$ cat config.mk
export PLATFORM = sky130hd
export DESIGN_NAME = transmissor_medida_16
export DESIGN_NICKNAME = d
export VERILOG_FILES = /design/src/rtl/transmissor_medida_16.sv
export SDC_FILE = /design/constraint.sdc
export NUM_CORES = 1
export LEC_CHECK = 0
export CAP_MARGIN = 20
export CORE_MARGIN = 8
export CORE_UTILIZATION = 30
export CTS_CLUSTER_DIAMETER = 120
export CTS_CLUSTER_SIZE = 20
export DETAILED_ROUTE_END_ITERATION = 10
export PLACE_DENSITY = 0.51
export SYNTH_ARGS = -nofsm -noshare
export SYNTH_HDL_FRONTEND = slang
export SYNTH_SLANG_ARGS = --single-unit
$ cat constraint.sdc
create_clock -name clock -period 2.1 [get_ports clock]
set_clock_uncertainty 0.15 [all_clocks]
set_input_delay 0.315 -clock clock [delete_from_list [all_inputs] [get_ports clock]]
set_output_delay 0.315 -clock clock [all_outputs]
set_load 0.02 [all_outputs]
$ cat src/rtl/transmissor_medida_16.sv
// UART transmitter for one 2*N_BITS measurement word: high byte frame, then low byte frame.
// Optional macro TRANSMISSOR_ESPACO_EN inserts one idle-high bit time between the two frames.
module transmissor_medida_16 #(
    parameter int BAUD_RATE = 9600,
    parameter int CLOCK_HZ  = 50_000_000,
    parameter int N_BITS    = 8,
    parameter int PARITY    = 1
) (
    input  logic                  clock,
    input  logic                  reset,
    input  logic                  partida,
    input  logic [2*N_BITS-1:0]   dados,
    output logic                  tx_serial,
    output logic                  ocupado,
    output logic                  pronto,
    output logic [2:0]            db_estado
);

    localparam int CICLOS_BIT = CLOCK_HZ / BAUD_RATE;
    localparam int CNT_W      = (CICLOS_BIT > 1) ? $clog2(CICLOS_BIT) : 1;
    localparam int QUADRO_W   = N_BITS + 3;
    localparam int BIT_W      = $clog2(QUADRO_W);
    localparam logic [CNT_W-1:0] CNT_FIM = CNT_W'(CICLOS_BIT - 1);
    localparam logic [BIT_W-1:0] BIT_FIM = BIT_W'(QUADRO_W - 1);
    localparam logic [CNT_W-1:0] CNT_UM  = CNT_W'(1);
    localparam logic [BIT_W-1:0] BIT_UM  = BIT_W'(1);

    typedef enum logic [2:0] {
        INICIAL   = 3'b000,
        TRANSMITE = 3'b001,
        ESPACO    = 3'b010,
        FINAL     = 3'b011
    } estado_t;

    estado_t estado, estado_prox;

    logic [CNT_W-1:0]    cnt_ciclos;
    logic [BIT_W-1:0]    idx_bit;
    logic                idx_byte;
    logic [QUADRO_W-1:0] quadro;
    logic [N_BITS-1:0]   byte_baixo;
    logic                fim_bit;
    logic                fim_quadro;

    function automatic logic paridade(input logic [N_BITS-1:0] b);
        return (^b) ^ (PARITY == 1);
    endfunction

    // Frame is shifted out LSB first: start, data, parity, stop.
    function automatic logic [QUADRO_W-1:0] monta_quadro(input logic [N_BITS-1:0] b);
        return {1'b1, paridade(b), b, 1'b0};
    endfunction

    assign fim_bit    = (cnt_ciclos == CNT_FIM);
    assign fim_quadro = (idx_bit == BIT_FIM);
    assign db_estado  = estado;

    always_ff @(posedge clock) begin
        if (reset) estado <= INICIAL;
        else       estado <= estado_prox;
    end

    always_comb begin
        estado_prox = estado;
        tx_serial   = 1'b1;
        ocupado     = 1'b0;
        pronto      = 1'b0;
        case (estado)
            INICIAL: begin
                if (partida) estado_prox = TRANSMITE;
            end
            TRANSMITE: begin
                tx_serial = quadro[0];
                ocupado   = 1'b1;
                if (fim_bit && fim_quadro) begin
                    if (idx_byte) estado_prox = FINAL;
`ifdef TRANSMISSOR_ESPACO_EN
                    else          estado_prox = ESPACO;
`endif
                end
            end
`ifdef TRANSMISSOR_ESPACO_EN
            ESPACO: begin
                ocupado = 1'b1;
                if (fim_bit) estado_prox = TRANSMITE;
            end
`endif
            FINAL: begin
                ocupado     = 1'b1;
                pronto      = 1'b1;
                estado_prox = INICIAL;
            end
            default: estado_prox = INICIAL;
        endcase
    end

    // Bit timing, frame shift register and byte sequencing.
    always_ff @(posedge clock) begin
        if (reset) begin
            cnt_ciclos <= '0;
            idx_bit    <= '0;
            idx_byte   <= 1'b0;
            quadro     <= '0;
            byte_baixo <= '0;
        end else begin
            case (estado)
                INICIAL: begin
                    cnt_ciclos <= '0;
                    idx_bit    <= '0;
                    if (partida) begin
                        quadro     <= monta_quadro(dados[2*N_BITS-1:N_BITS]);
                        byte_baixo <= dados[N_BITS-1:0];
                        idx_byte   <= 1'b0;
                    end
                end
                TRANSMITE: begin
                    if (fim_bit) begin
                        cnt_ciclos <= '0;
                        if (fim_quadro) begin
                            idx_bit <= '0;
                            if (!idx_byte) begin
                                idx_byte <= 1'b1;
`ifndef TRANSMISSOR_ESPACO_EN
                                quadro   <= monta_quadro(byte_baixo);
`endif
                            end
                        end else begin
                            idx_bit <= idx_bit + BIT_UM;
                            quadro  <= {1'b1, quadro[QUADRO_W-1:1]};
                        end
                    end else begin
                        cnt_ciclos <= cnt_ciclos + CNT_UM;
                    end
                end
`ifdef TRANSMISSOR_ESPACO_EN
                ESPACO: begin
                    if (fim_bit) begin
                        cnt_ciclos <= '0;
                        quadro     <= monta_quadro(byte_baixo);
                    end else begin
                        cnt_ciclos <= cnt_ciclos + CNT_UM;
                    end
                end
`endif
                default: begin
                    cnt_ciclos <= '0;
                    idx_bit    <= '0;
                end
            endcase
        end
    end

endmodule
=== Word-level counts from Yosys, hierarchy flattened ===
Index checks and enable logic that the tools add are counted.

* Bits in registers: 40
* Bits of input ports: 19
* Output and inout bits: 6
* Word-level logic and storage cells: 50

* $add $sub $neg: 2
* Equality and inequality tests: 10
* Muxes and demuxes: 17
* Bitwise logic cells: 3
* Reductions and logical operators: 12

{| class="wikitable"
|+ Operators by type and width
! cell !! count
|-
| two-way mux 11 bit || 4
|-
| one-hot mux 11 bit (2 select lines) || 1
|-
| parity 8 bit || 2
|-
| adder 13 x 1 -> 13 bit, second input constant || 1
|-
| == test 13 bit, second input constant || 1
|-
| != test 2 bit, second input constant || 5
|-
| two-way mux 3 bit || 3
|-
| AND reduction 4 bit || 2
|-
| two-way mux 1 bit || 6
|-
| one-hot mux 3 bit (2 select lines) || 1
|-
| adder 4 x 1 -> 4 bit, second input constant || 1
|-
| == test 4 bit, second input constant || 1
|-
| two-way mux 4 bit || 1
|-
| OR reduction 2 bit || 2
|-
| == test 3 x 1 -> 1 bit, second input constant || 1
|-
| == test 3 x 2 -> 1 bit, second input constant || 1
|-
| logical NOT 3 bit || 1
|-
| != test 3 bit, second input constant || 1
|-
| inverter 1 bit || 3
|-
| AND reduction 3 bit || 1
|-
| OR reduction 3 bit || 1
|-
| one-hot mux 1 bit (2 select lines) || 1
|-
| AND reduction 2 bit || 1
|-
| nonzero test 2 bit || 1
|-
| logical AND 1 bit || 1
|}

=== Depth between registers and ports, before layout ===
* Word-level depth: 6
* Mapped depth: 8

=== Least setup slack after synthesis ===
Ideal clock, no wire load.

* Kind: register to register
* From: reg cnt_ciclos[7]
* To: reg quadro[9]
* Setup time: 0.095 ns
* Arrival time: 1.784 ns
* Required time: 1.855 ns
* Setup slack: 0.071 ns
* Cell stages (with the launch flop): 6
* Path buffers: 0
* Cell sequence: dfxtp_1 > or4b_4 > nor4_4 > o21ai_1 > or4_1 > o311ai_1

* Word-level cells in the longest chain between the ends: 3

{| class="wikitable"
|+ RTL lines
! what !! line !! text
|-
| start: declaration || 37 || <nowiki>logic [CNT_W-1:0] cnt_ciclos;</nowiki>
|-
| start signal: assignment || 132 || <nowiki>cnt_ciclos <= cnt_ciclos + CNT_UM;</nowiki>
|-
| == test 13 bit || 54 || <nowiki>assign fim_bit = (cnt_ciclos == CNT_FIM);</nowiki>
|-
| != test 2 bit (no source line) || -- ||
|-
| AND reduction 4 bit (no source line) || -- ||
|-
| end signal: assignment || 111 || <nowiki>quadro <= monta_quadro(dados[2*N_BITS-1:N_BITS]);</nowiki>
|-
| end signal: assignment || 124 || <nowiki>quadro <= monta_quadro(byte_baixo);</nowiki>
|-
| end signal: assignment || 129 || <nowiki>quadro <= {1'b1, quadro[QUADRO_W-1:1]};</nowiki>
|-
| end: declaration || 40 || <nowiki>logic [QUADRO_W-1:0] quadro;</nowiki>
|}

No other way between the ends.
A chain may end at the register's enable or synchronous reset.

=== Worst setup path in the final report ===
Same ends and word-level chain as after synthesis.

==> impl_metrics.toml <==
[floorplanning]
design.core.area_um2 = 6205
fp.dieW_um = 95.39
rows = 29
start_util_pct = 30.47
dieHeight_um = 95.39
dieArea_um2 = 9098
io-pin-count = 25

[hold_path]
holdCritPathClass = "reg2reg"
holdPathStages = 2

[synth]
synth_adder_area_share_pct = 0.6618
synth-edff-count = 0
ys_seq_area_share_pct = 41.30
synth_xor_area_share_pct = 11.58
synth_nets = 235
synthFlopType = "dfxtp_1"
synth.distinct_cells = 40
synthMuxAreaShare_pct = 9.530
synth_area_leaders = "dfxtp_1, mux2i_1, xnor2_1"
synth_top_family_by_area = "simple AND/OR/NAND/NOR gates"
synth_cells = 215
synth_top_cell_by_area = "dfxtp_1"
async_reset_ff_share_pct = 0
synth_top_area_share_pct = 41.30
synth-simple-area-share_pct = 23.10
ys_seq_elements = 39
synth_area_um2 = 1891
syn_avg_cell_area_um2 = 8.793
yosysWarnings = 0
synth_compound_area_share_pct = 9.530

[worst_setup_path]
ff2ff_path_depth = 5
arrival_ns = 2.08
path_class = "reg2reg"
crit_slowest_cell = "or4b_4"
max_stage_delay_ns = 0.54
crit_path_max_fanout = 2
cp_cell_sequence = "or4b_4 -> nor4_4 -> o21ai_1 -> or4_1 -> o311ai_1"
path_depth = 5
crit_family = "simple AND/OR/NAND/NOR gates"
required_ns = 2.15
path_buf_inv = 0
endpoint_kind = "flop"
cp-start-kind = "flop"

[placed_design]
place_area_um2 = 2318
dpl_worst_slack_ns = -0.009911
dp_cells = 320
gp_congestion = 0.7424
dp.final_hpwl_mm = 3.011
portBuffers = 23

[sta]
finalSetupViolCount = 0
fin_crit_ns = 2.039
layout_setup_ws_ns = 0.06132
fin_crit_sh_pct = 97.08
fin_hold_ws_ns = 0.2950
hold_viol_final = 0
final.setup.tns_ns = 0
rsz0062_at_grt = "yes"
finalMaxSlewViolations = 0
fmax_mhz = 490.5

[route]
wirelength_mm = 4.011
wl_per_cell_um = 12.23
vias = 1507
post_drt_via_cell_ratio = 4.595
drt_iter0_drc = 62
route.antenna.remaining_nets = 0
drc = 0
first_pass_iters = 6

[global_routing]
track_usage_pct = 9.721
grt_pass1_wl_mm = 7.093
grt_pass1_vias = 1497
antenna_found_initial = 0
grt_start_max_net_pins = 21
grt-ovfl-total = 0

[status]
outcome = "finished clean"

[cells_and_area]
regArea_um2 = 782.0
final_cell_mix = "dfxtp_1, nor2_1, nand2_1"
n_antenna_cell = 0
multi_input_area_um2 = 1062
postLayoutCellArea_um2 = 2417
nNetsFinal = 270
fin_cells = 328
num-fill-cells = 643
final_common_cell = "dfxtp_1"
area_delta_synth_final_pct = 27.86
drive_gt1_share_pct = 12.75

[clock_tree]
root_buffer = "clkbuf_8"
clkSinkCount = 39
cts_tree = "built"
h-tree-depth = 2
cts_buffers = 5
max-clock-path-buffers = 2
path_clk_slew_ns = 0.08
post-cts-setup-buffer-count = 0
clk_latency_ns = 0.29

[pwr]
power_per_cell_area_nw_per_um2 = 623.8
irDropWorstVdd_mv = 0.2100
leakagePower_nw = 0.8337

[flow_run]
drv_cap = 0
-- kinds of logic (layout without fill, tap and decap cells) --
group                      Yosys count  in the layout
AOI/OAI and AO/OA                   29             29
xor gates and xnor gates            25             25
adders and majority gates            1              1
buffers and inverters               16             52
DFF                                 39             39
muxes                               18             18
other                                1              1
and+or+nand+nor                     86             86
-- state kept, by name, summed over array words and instances (netlist names) --
register	cells
idx_byte	1
quadro	11
byte_baixo	8
idx_bit	4
cnt_ciclos	13
db_estado	2
-- worst min-delay path, delay by kind of cell (launching register included) --
kind,cells,cell delay [ns]
simple gates,1,0.05
flops,1,0.31
compound gates,1,0.05
-- per-layer routing --
layer / vias up / wire length (um) / GRT usage, %
met4: 0 / 60 / 3.457
met3: 4 / 150 / 2.520
met2: 17 / 1775 / 15.71
li1: 796 / - / -
met1: 690 / 2025 / 12.22
met5: - / 0 / 0
-- synthesized netlist by cell type, types with 2 or more instances --
library cell,number
clkbuf_1,7
buf_2,2
xor2_1,7
nand2_1,23
nor2b_1,2
o211ai_1,8
nand2b_1,5
nor2_1,31
o21ai_0,2
buf_4,2
inv_1,3
nand3b_1,2
a21oi_1,12
dfxtp_1,39
nor3_1,2
nand3_1,6
mux2i_1,18
xnor2_1,18
o21ai_1,2
or3_1,2
nand4_1,3
-- timing repair --
| action | 4_1_cts | 5_1_grt |
|---|---|---|
| resized for setup | 3 | 1 |
| hold buffers | 0 | 0 |
| setup endpoints to repair | 10 | 13 |
| pin swaps | 4 | 1 |
| endpoints found under the hold margin | 0 | 0 |
| cloned | 0 | 0 |
-- power by group --
part           internal, W  switching [W]  total, W
combinational     0.000122       0.000108  0.000230
clock             0.000232       0.000257  0.000489
sequential        0.000769      0.0000196  0.000788
-- cell type report --
type | instances | area share [%]
Inverter | 3 | 0.4658
Clock buffer | 6 | 3.002
Timing Repair Buffer | 41 | 15.73
Tap cell | 77 | 3.986
Clock inverter | 2 | 0.5176
Sequential cell | 39 | 32.35
Multi-Input combinational cell | 160 | 43.94
-- path summary, 6_finish.rpt --
kind	slack [ns]	to	start
worst max register to register	0.06	quadro[9]$_SDFFE_PP0P_	cnt_ciclos[7]$_SDFF_PP0_
worst min-delay path	0.29	quadro[0]$_SDFFE_PP0P_	quadro[0]$_SDFFE_PP0P_
worst min register to register	0.29	quadro[0]$_SDFFE_PP0P_	quadro[0]$_SDFFE_PP0P_
worst max-delay path	0.06	quadro[9]$_SDFFE_PP0P_	cnt_ciclos[7]$_SDFF_PP0_
-- metrics by stage --
| stage | util, % | total power (W) |
|---|---|---|
| 2_1_floorplan | - | 0.0009486 |
| 3_3_place_gp | 37.37 | 0.001037 |
| 3_5_place_dp | 37.37 | 0.001038 |
| 4_1_cts | 38.92 | 0.001540 |
| 5_1_grt | 38.96 | 0.001591 |
| 6_report | 38.96 | 0.001508 |
No activity file was read; power rests on OpenSTA's default activity.
